### src/rtl/mem_port_arbiter_if.sv
// Fetch/data requester ports and memory-macro side of the memory port arbiter.
// Grant and stall are same-cycle; read data returns one cycle after grant.
interface mem_port_arbiter_if #(
   parameter int ADDR_W = 16,
   parameter int DATA_W = 16
);
   logic              if_req;
   logic [ADDR_W-1:0] if_adr;
   logic              if_gnt;
   logic              if_rvalid;
   logic [DATA_W-1:0] if_rdat;

   logic              d_req;
   logic              d_we;
   logic [ADDR_W-1:0] d_adr;
   logic [DATA_W-1:0] d_wdat;
   logic              d_gnt;
   logic              d_rvalid;
   logic [DATA_W-1:0] d_rdat;

   logic [ADDR_W-1:0] mem_adr;
   logic              mem_we;
   logic [DATA_W-1:0] mem_wdat;
   logic [DATA_W-1:0] mem_rdat;

   logic              if_stall;
   logic              d_stall;

   modport slave (
      input  if_req, if_adr, d_req, d_we, d_adr, d_wdat, mem_rdat,
      output if_gnt, if_rvalid, if_rdat, d_gnt, d_rvalid, d_rdat,
             mem_adr, mem_we, mem_wdat, if_stall, d_stall
   );

   modport master (
      output if_req, if_adr, d_req, d_we, d_adr, d_wdat, mem_rdat,
      input  if_gnt, if_rvalid, if_rdat, d_gnt, d_rvalid, d_rdat,
             mem_adr, mem_we, mem_wdat, if_stall, d_stall
   );
endinterface

### src/rtl/mem_port_arbiter.sv
// Arbitrates fetch vs data access to a single-port RAM; grant latency 0, read data +1 cycle.
// Losing requester sees gnt=0/stall=1 and must hold its request; fetch loss is bounded by STARVE_MAX.
module mem_port_arbiter #(
   parameter int DATA_W     = 16,
   parameter int STARVE_MAX = 3
) (
   input logic              clk,
   input logic              rst_n,
   mem_port_arbiter_if.slave bus
);
   localparam logic [3:0] STARVE_LIM = 4'(STARVE_MAX);

   logic [3:0]        starve_cnt_q, starve_cnt_d;
   logic              pend_if_q, pend_if_d;
   logic              pend_d_q, pend_d_d;
   logic [DATA_W-1:0] hold_if_q, hold_if_d;
   logic [DATA_W-1:0] hold_d_q, hold_d_d;
   logic              if_gnt_c, d_gnt_c;

   always_comb begin
      if_gnt_c = bus.if_req & (~bus.d_req | (starve_cnt_q == STARVE_LIM));
      d_gnt_c  = bus.d_req & ~if_gnt_c;

      bus.if_gnt   = if_gnt_c;
      bus.d_gnt    = d_gnt_c;
      bus.if_stall = bus.if_req & ~if_gnt_c;
      bus.d_stall  = bus.d_req & ~d_gnt_c;

      bus.mem_adr  = '0;
      bus.mem_we   = 1'b0;
      bus.mem_wdat = '0;
      if (if_gnt_c) begin
         bus.mem_adr = bus.if_adr;
      end else if (d_gnt_c) begin
         bus.mem_adr  = bus.d_adr;
         bus.mem_we   = bus.d_we;
         bus.mem_wdat = bus.d_wdat;
      end

      // Counter only climbs while fetch is actively losing to data; saturates at the limit.
      starve_cnt_d = starve_cnt_q;
      if (if_gnt_c || !bus.if_req) begin
         starve_cnt_d = '0;
      end else if (bus.d_req && d_gnt_c && (starve_cnt_q != STARVE_LIM)) begin
         starve_cnt_d = starve_cnt_q + 4'd1;
      end

      pend_if_d = if_gnt_c;
      pend_d_d  = d_gnt_c & ~bus.d_we;

      hold_if_d = pend_if_q ? bus.mem_rdat : hold_if_q;
      hold_d_d  = pend_d_q  ? bus.mem_rdat : hold_d_q;

      bus.if_rvalid = pend_if_q;
      bus.d_rvalid  = pend_d_q;
      bus.if_rdat   = pend_if_q ? bus.mem_rdat : hold_if_q;
      bus.d_rdat    = pend_d_q  ? bus.mem_rdat : hold_d_q;
   end

   always_ff @(posedge clk or negedge rst_n) begin
      if (!rst_n) begin
         starve_cnt_q <= '0;
         pend_if_q    <= 1'b0;
         pend_d_q     <= 1'b0;
         hold_if_q    <= '0;
         hold_d_q     <= '0;
      end else begin
         starve_cnt_q <= starve_cnt_d;
         pend_if_q    <= pend_if_d;
         pend_d_q     <= pend_d_d;
         hold_if_q    <= hold_if_d;
         hold_d_q     <= hold_d_d;
      end
   end
endmodule

### src/flat_wrapper.sv
// flat-port wrapper written by rule: the top's interface ports become plain ports
module mem_port_arbiter_flat 
#(
   parameter int DATA_W     = 16,
   parameter int STARVE_MAX = 3
)
  (clk, rst_n, bus_if_req, bus_if_adr, bus_d_req, bus_d_we, bus_d_adr, bus_d_wdat, bus_mem_rdat, bus_if_gnt, bus_if_rvalid, bus_if_rdat, bus_d_gnt, bus_d_rvalid, bus_d_rdat, bus_mem_adr, bus_mem_we, bus_mem_wdat, bus_if_stall, bus_d_stall);
  mem_port_arbiter_if #(.ADDR_W(16), .DATA_W(DATA_W)) bus_i ();
  input logic clk;
  input logic rst_n;
  input wire logic [$bits(bus_i.if_req)-1:0] bus_if_req;
  input wire logic [$bits(bus_i.if_adr)-1:0] bus_if_adr;
  input wire logic [$bits(bus_i.d_req)-1:0] bus_d_req;
  input wire logic [$bits(bus_i.d_we)-1:0] bus_d_we;
  input wire logic [$bits(bus_i.d_adr)-1:0] bus_d_adr;
  input wire logic [$bits(bus_i.d_wdat)-1:0] bus_d_wdat;
  input wire logic [$bits(bus_i.mem_rdat)-1:0] bus_mem_rdat;
  output wire logic [$bits(bus_i.if_gnt)-1:0] bus_if_gnt;
  output wire logic [$bits(bus_i.if_rvalid)-1:0] bus_if_rvalid;
  output wire logic [$bits(bus_i.if_rdat)-1:0] bus_if_rdat;
  output wire logic [$bits(bus_i.d_gnt)-1:0] bus_d_gnt;
  output wire logic [$bits(bus_i.d_rvalid)-1:0] bus_d_rvalid;
  output wire logic [$bits(bus_i.d_rdat)-1:0] bus_d_rdat;
  output wire logic [$bits(bus_i.mem_adr)-1:0] bus_mem_adr;
  output wire logic [$bits(bus_i.mem_we)-1:0] bus_mem_we;
  output wire logic [$bits(bus_i.mem_wdat)-1:0] bus_mem_wdat;
  output wire logic [$bits(bus_i.if_stall)-1:0] bus_if_stall;
  output wire logic [$bits(bus_i.d_stall)-1:0] bus_d_stall;
  assign bus_i.if_req = bus_if_req;
  assign bus_i.if_adr = bus_if_adr;
  assign bus_i.d_req = bus_d_req;
  assign bus_i.d_we = bus_d_we;
  assign bus_i.d_adr = bus_d_adr;
  assign bus_i.d_wdat = bus_d_wdat;
  assign bus_i.mem_rdat = bus_mem_rdat;
  assign bus_if_gnt = bus_i.if_gnt;
  assign bus_if_rvalid = bus_i.if_rvalid;
  assign bus_if_rdat = bus_i.if_rdat;
  assign bus_d_gnt = bus_i.d_gnt;
  assign bus_d_rvalid = bus_i.d_rvalid;
  assign bus_d_rdat = bus_i.d_rdat;
  assign bus_mem_adr = bus_i.mem_adr;
  assign bus_mem_we = bus_i.mem_we;
  assign bus_mem_wdat = bus_i.mem_wdat;
  assign bus_if_stall = bus_i.if_stall;
  assign bus_d_stall = bus_i.d_stall;
  mem_port_arbiter #(.DATA_W(DATA_W), .STARVE_MAX(STARVE_MAX)) u_core (.clk(clk), .rst_n(rst_n), .bus(bus_i));
endmodule
### config.mk
export PLATFORM = sky130hd
export DESIGN_NAME = mem_port_arbiter_flat
export DESIGN_NICKNAME = d
export VERILOG_FILES = /design/src/rtl/mem_port_arbiter_if.sv /design/src/rtl/mem_port_arbiter.sv /design/src/flat_wrapper.sv
export SDC_FILE = /design/constraint.sdc
export NUM_CORES = 1
export LEC_CHECK = 0
export ABC_CLOCK_PERIOD_IN_PS = 1900
export CORE_MARGIN = 2
export CORE_UTILIZATION = 30
export CTS_CLUSTER_SIZE = 8
export DETAILED_ROUTE_END_ITERATION = 7
export HOLD_SLACK_MARGIN = 0.1
export PLACE_DENSITY = 0.78
export SYNTH_ARGS = -nofsm -noshare
export SYNTH_HDL_FRONTEND = slang
export SYNTH_SLANG_ARGS = --single-unit
### constraint.sdc
create_clock -name clk -period 1.9 [get_ports clk]
set_input_delay 0.38 -clock clk [delete_from_list [all_inputs] [get_ports clk]]
set_output_delay 0.38 -clock clk [all_outputs]
set_load 0.02 [all_outputs]
==> results of run 1 <==
[routing by layer]
layer | share of wire | GRT usage
met1 | 0.37 | 0.186
met3 | 0.11 | 0.0607
met4 | 0.013 | 0.0610
met5 | 0 | 0
met2 | 0.50 | 0.311
[path summary, 6_finish.rpt]
path	depth (start not counted)	slack, ns	start	end
worst max-delay path	6	-0.46	u_core.starve_cnt_q[0]$_DFFE_PN0P_	bus_mem_adr[10]
worst min-delay path	2	0.12	rst_n	u_core.hold_d_q[13]$_DFF_PN0_
worst max register to register	5	0.32	u_core.starve_cnt_q[0]$_DFFE_PN0P_	u_core.bus.d_rvalid$_DFF_PN0_
worst min register to register	1	0.50	u_core.hold_if_q[3]$_DFF_PN0_	u_core.hold_if_q[3]$_DFF_PN0_
max in group asynchronous	2	1.45	rst_n	u_core.starve_cnt_q[2]$_DFFE_PN0P_
min in group clk	1	0.50	u_core.hold_if_q[3]$_DFF_PN0_	u_core.hold_if_q[3]$_DFF_PN0_
[report_power, final]
| group | leakage [nW] | internal, mW | switching, mW |
|---|---|---|---|
| clock network | 0.0472 | 0.291 | 0.275 |
| registers | 0.456 | 0.913 | 0.0263 |
| logic | 1.08 | 0.440 | 0.423 |
[flip-flops by register name (all words and copies together) (netlist names)]
register              count
u_core.hold_d_q          16
u_core.hold_if_q         16
u_core.bus.d_rvalid       1
u_core.starve_cnt_q       4
u_core.bus.if_rvalid      1
[synthesized netlist by cell type (all sizes together)]
| master | n |
|---|---|
| nand3 | 2 |
| and2 | 18 |
| o21a | 1 |
| xor2 | 1 |
| a21oi | 1 |
| nor2 | 4 |
| xnor2 | 1 |
| buf | 7 |
| clkbuf | 2 |
| a22o | 16 |
| dfrtp | 38 |
| ha | 1 |
| mux2 | 32 |
| nor2b | 1 |
| or3b | 1 |
| inv | 3 |
[cell type report]
type / instances / area [sq um] / area share
clock inverters: 2 / 12.5 / 0.00371
flip-flops and latches: 38 / 951 / 0.282
inverters: 3 / 11.3 / 0.00334
clock buffers: 6 / 82.6 / 0.0245
well taps: 72 / 90.1 / 0.0267
multi-input cells: 79 / 846 / 0.251
repair buffers: 160 / 1380 / 0.408
[metrics by stage]
| stage | setup TNS, ns | worst slack, ns |
|---|---|---|
| after floorplan | -1.48 | -0.0859 |
| final | -15.06 | -0.459 |
| after CTS | -15.01 | -0.458 |
| after global routing | -18.17 | -0.539 |
| after detailed placement | -24.78 | -0.659 |
| after global placement | -23.97 | -0.624 |
[worst register-to-register path, delay by kind of cell, from the launching register on]
kind | cells | cell delay (ns)
adder cells (fa/ha/maj) | 1 | 0.18
flip-flops | 1 | 0.35
buffers and inverters | 1 | 0.15
AND/OR/NAND/NOR | 2 | 0.55
AO/OA/AOI/OAI | 1 | 0.23
[logic make-up after synthesis]
kind of cell	share of synthesized area
muxes	0.207
xor gates and xnor gates	0.0101
AOI/OAI and AO/OA	0.0941
and+or+nand+nor	0.0891
adders and majority gates	0.00718
DFF	0.546
buffers and inverters	0.0467
[repair_timing]
item,CTS,global route
pin swaps,1,1
endpoints found under the setup margin,69,66
setup buffers,6,2
gates resized for setup,240,36
==> metrics.cfg, run 1 <==
[synth]
syn_area_per_cell_sq_um = 13.5
synth_seq_cells = 38
syn_area_sq_um = 1740
post-synth-top-area-fraction = 0.546
synth_fp_nets = 199
synth_area_leaders = dfrtp_1 (55%), mux2_2 (21%), a22o_1 (8.0%)
yosys_warnings = 0
ys_seq_area_frac = 0.546
syn_inst = 129
synth_cell_types = 18
yosys.area.top_type = dfrtp_1

[cts]
numCtsBuffers = 5
clk_latency_ns = 0.29
cts_sinks = 38
cts_hold_buf = 0
clockBufferDepth = 2
htree_levels = 2
clk_pin_slew_ns = 0.08
cts_tree = done
cts_root_buf = clkbuf_8

[route]
routedWlPerCell_um = 14.8
routed_via_density = 4.48
remaining_drc_errors = 0
vias = 1614
drt-initial-drc-count = 24
drt_wl_total_um = 5320
antenna_left = 0
dr.pass1.iters = 4

[power_and_ir_drop]
total_power_mw = 2.37
ir_drop_mv = 0.378
powerDensity_nw_per_um2 = 703
p_leak_nw = 1.58

[cells_and_area]
drive_gt1_frac = 0.535
final_cell_mix = clkdlybuf4s50_1 (69), dfrtp_1 (38), mux2_2 (32), clkbuf_2 (29), buf_2 (22)
final_common_cell = clkdlybuf4s50_1
area_delta_synth_final_pct = 93.5
fillers = 491
antenna-diode-count = 0
finalCoreUtilization = 0.608
layout.cells.non_filler = 360
finalNetCount = 357
final_area_sq_um = 3370

[die]
design.core.area_sq_um = 5540
fp.dieH_um = 80.2
start_util = 0.314
pin_count = 140
dieArea_sq_um = 6430
die_width_um = 80.2
rows = 27

[grt]
grt_start_max_net_pins = 39
grt.overflow.total = 0
grt_usage = 0.173
grt_pass1_vias = 1739
grt_pass1_wl_um = 8420
grt_antenna_before_repair = 0

[timing]
worst_pin_slew_ns = 0.462
fin_ws_ns = -0.459
setup_viol = 37
slew_headroom = 0.692
maxSlewViolCount = 0
hold_violations = 0
fmax_mhz = 424
fin_crit_sh = 1.24
skew_ns = 0.00635
fin_hold_ws_ns = 0.125
fin_crit_ns = 2.36
rsz0062_at_grt = yes

[worst_setup_path]
cp_max_fo = 13
crit_path_top_delay_cell = or3b_4
path_class = flop to output port
critPathRequiredTime_ns = 1.52
crit_chain = ha_2 > or3b_4 > o21a_4 > buf_12 > a22o_4 > buf_2
slowest_delay_ns = 0.42
arrival_ns = 1.98
worstSetupEndpointType = output port
cp-start-kind = flop
cp.buffers_inverters = 2
worst_path_dominant_cell_family = compound AO/OA/AOI/OAI gates

[outcome]
status = complete, but fails checks
violations = negative setup slack

[placed_design]
place_congestion = 0.762
place_hpwl_um = 4250
place_inst = 344
postPlaceCellArea_sq_um = 3420
io_buffers = 139

[worst_hold_path]
hold_class = input port to asynchronous set/reset pin

[job]
cap_viol_max_count = 0

No activity file was read; power rests on OpenSTA's default activity.
==> inputs of run 2 (changes only) <==
--- a/config.mk
+++ b/config.mk
@@ -6,6 +6,7 @@
 export NUM_CORES = 1
 export LEC_CHECK = 0
 export ABC_CLOCK_PERIOD_IN_PS = 1900
+export CAP_MARGIN = 10
 export CORE_MARGIN = 2
 export CORE_UTILIZATION = 30
 export CTS_CLUSTER_SIZE = 8
==> results of run 2 <==
The final DEF is identical to that of run 1; final timing and power are the same.
==> inputs of run 3 (changes only) <==
--- a/config.mk
+++ b/config.mk
@@ -13,6 +13,7 @@
 export DETAILED_ROUTE_END_ITERATION = 7
 export HOLD_SLACK_MARGIN = 0.1
 export PLACE_DENSITY = 0.78
+export REMOVE_ABC_BUFFERS = 1
 export SYNTH_ARGS = -nofsm -noshare
 export SYNTH_HDL_FRONTEND = slang
 export SYNTH_SLANG_ARGS = --single-unit
==> constraint.sdc (replaced) <==
create_clock -name clk -period 1.9 [get_ports clk]
set_input_delay 0.38 -clock clk [delete_from_list [all_inputs] [get_ports clk]]
set_output_delay 0.38 -clock clk [all_outputs]
set_load 0.01 [all_outputs]
==> run 3 against run 2 <==
  * The run still ends with negative setup slack left
  * Largest cell class unchanged
  * Clock skew shrank 0.0043 ns
  * Global-route usage about the same
  * Die area is the same
  * Via count is 1.2% higher
  * Non-clock buffer count is 4 higher
  * Utilization fell by 0.61 points
  * Worst setup slack gained 0.024 ns
  * Sequential share of layout area up 0.32 points
==> metrics.cfg, run 3 (synthesized netlist as in run 1, its figures left out) <==
[outcome]
status = complete, but fails checks  ; unchanged
violations = negative setup slack  ; unchanged

[worst_setup_path]
cp.buffers_inverters = 2  ; unchanged
worstSetupEndpointType = output port  ; unchanged
path_class = flop to output port  ; unchanged
critPathRequiredTime_ns = 1.52  ; about the same
slowest_delay_ns = 0.41  ; was 0.42 ns
cp_max_fo = 18  ; was 13
crit_chain = ha_2 > or3b_4 > o21a_4 > buf_12 > a22o_1 > buf_2  ; was ha_2 > or3b_4 > o21a_4 > buf_12 > a22o_4 > buf_2
cp-start-kind = flop  ; unchanged
crit_path_top_delay_cell = or3b_4  ; unchanged
arrival_ns = 1.96  ; was 1.98 ns
worst_path_dominant_cell_family = compound AO/OA/AOI/OAI gates  ; unchanged

[cts]
cts_tree = done  ; unchanged
clk_latency_ns = 0.28  ; was 0.29 ns
cts_hold_buf = 0  ; unchanged
numCtsBuffers = 5  ; unchanged
cts_root_buf = clkbuf_8  ; unchanged
clk_pin_slew_ns = 0.07  ; was 0.08 ns
htree_levels = 2  ; unchanged
clockBufferDepth = 2  ; unchanged
cts_sinks = 38  ; unchanged

[placed_design]
postPlaceCellArea_sq_um = 3270  ; was 3420 sq um
io_buffers = 139  ; unchanged
place_hpwl_um = 4300  ; was 4250 um
place_congestion = 0.741  ; was 0.762
place_ws_ns = -0.536  ; was -0.659 ns

[timing]
fin_ws_ns = -0.436  ; was -0.459 ns
fmax_mhz = 428  ; was 424 MHz
slew_headroom = 0.444  ; was 0.692
rsz0062_at_grt = yes  ; unchanged
fin_crit_ns = 2.34  ; was 2.36 ns
skew_ns = 0.00207  ; was 0.00635 ns
hold_violations = 0  ; unchanged
fin_hold_ws_ns = 0.202  ; was 0.125 ns
setup_viol = 37  ; unchanged
fin_crit_sh = 1.23  ; was 1.24
setup_tns_ns = -14.47  ; was -15.06 ns
worst_pin_slew_ns = 0.833  ; was 0.462 ns
maxSlewViolCount = 0  ; unchanged

[cells_and_area]
final_common_cell = clkdlybuf4s50_1  ; unchanged
area_delta_synth_final_pct = 91.5  ; was 93.5%
largest_registers = u_core.hold_d_q: 16 flops, u_core.hold_if_q: 16 flops, u_core.starve_cnt_q: 4 flops  ; unchanged
antenna-diode-count = 0  ; unchanged
finalNetCount = 361  ; was 357
final_area_sq_um = 3340  ; was 3370 sq um
final_cell_mix = clkdlybuf4s50_1 (69), dfrtp_1 (37), mux2_2 (32), buf_2 (29)  ; was clkdlybuf4s50_1 (69), dfrtp_1 (38), mux2_2 (32), clkbuf_2 (29), buf_2 (22)
drive_gt1_frac = 0.408  ; was 0.535
fillers = 475  ; was 491

[worst_hold_path]
hold_class = input port to asynchronous set/reset pin  ; unchanged

[route]
drt-initial-drc-count = 24  ; unchanged
antenna_left = 0  ; unchanged
vias = 1634  ; was 1614
routed_via_density = 4.49  ; was 4.48
routedWlPerCell_um = 15.7  ; was 14.8 um
drt_wl_total_um = 5720  ; was 5320 um
remaining_drc_errors = 0  ; unchanged
dr.pass1.iters = 3  ; was 4

[die]
rows = 27  ; unchanged
design.core.area_sq_um = 5540  ; unchanged
pin_count = 140  ; unchanged
die_width_um = 80.2  ; unchanged
fp.dieH_um = 80.2  ; unchanged
start_util = 0.314  ; unchanged
dieArea_sq_um = 6430  ; unchanged

[job]
cap_viol_max_count = 0  ; unchanged

[power_and_ir_drop]
total_power_mw = 2.22  ; was 2.37 mW
powerDensity_nw_per_um2 = 665  ; was 703 nW/um^2
p_leak_nw = 1.56  ; was 1.58 nW
ir_drop_mv = 0.321  ; was 0.378 mV

[grt]
grt_antenna_before_repair = 0  ; unchanged
grt.overflow.total = 0  ; unchanged
grt_start_max_net_pins = 39  ; unchanged
grt_pass1_vias = 1683  ; was 1739
grt_usage = 0.173  ; about the same
grt_pass1_wl_um = 8360  ; was 8420 um

[run 3: cell types whose count changed in the layout (fill, tap and decap cells not counted), moves of 3 or more]
cell | before | now
clkbuf_2 | 29 | 12
a22o_1 | 5 | 16
a22o_4 | 11 | 0
clkdlybuf4s15_1 | 3 | 14
dlygate4sd2_1 | 0 | 9
and2_1 | 8 | 16
and2_4 | 10 | 2
buf_2 | 22 | 29
buf_4 | 18 | 15
[run 3: final timing paths]
check,start,endpoint,slack [ns],depth (start not counted)
worst max-delay path,u_core.starve_cnt_q[0]$_DFFE_PN0P_,bus_mem_adr[1],-0.44,6
worst min-delay path,rst_n,u_core.hold_d_q[0]$_DFF_PN0_,0.20,1
worst max register to register,u_core.starve_cnt_q[0]$_DFFE_PN0P_,u_core.bus.d_rvalid$_DFF_PN0_,0.30,5
worst min register to register,u_core.hold_if_q[11]$_DFF_PN0_,u_core.hold_if_q[11]$_DFF_PN0_,0.50,1
max in group asynchronous,rst_n,u_core.bus.d_rvalid$_DFF_PN0_,1.13,1
min in group clk,u_core.hold_if_q[11]$_DFF_PN0_,u_core.hold_if_q[11]$_DFF_PN0_,0.50,1
[run 3: area by class of cell]
| class | instances | area [sq um] | area share |
|---|---|---|---|
| well taps | 72 | 90.1 | 0.0270 |
| clock buffers | 7 | 86.3 | 0.0259 |
| multi-input cells | 79 | 729 | 0.219 |
| flip-flops and latches | 38 | 952 | 0.285 |
| clock inverters | 1 | 5.00 | 0.00150 |
| repair buffers | 164 | 1460 | 0.438 |
| inverters | 3 | 11.3 | 0.00338 |
[run 3: power breakdown]
part	internal [mW]	leakage [nW]	total [mW]	switching, mW
Clock	0.292	0.0482	0.551	0.259
Sequential	0.913	0.455	0.941	0.0277
Combinational	0.431	1.05	0.725	0.295
[run 3: metal layers]
layer | global-route usage | up-vias | wire length [um]
li1 | - | 774 | -
met4 | 0.0678 | 0 | 140
met3 | 0.0618 | 9 | 529
met2 | 0.322 | 95 | 3090
met1 | 0.174 | 756 | 1960
met5 | 0 | - | 0
[run 3: timing repair]
action / in CTS / in global routing
pin swaps: 1 / 0
endpoints found under the setup margin: 69 / 51
resized for setup: 184 / 45
endpoints found under the hold margin: 0 / 0
cloned: 1 / 2
setup buffers: 9 / 3
[run 3: per-stage QoR]
step           cells  utilization
6_report         364        0.602
5_1_grt          364        0.602
4_1_cts          360        0.592
3_5_place_dp     342        0.590
3_3_place_gp     342        0.590
2_1_floorplan    120            -
[run 3: worst register-to-register path: cells and delay by family, from the launching register on]
kind | cells | cell delay, ns
AOI/OAI and AO/OA | 1 | 0.24
adders and majority gates | 1 | 0.18
DFF | 1 | 0.36
buffers and inverters | 1 | 0.17
and+or+nand+nor | 2 | 0.54
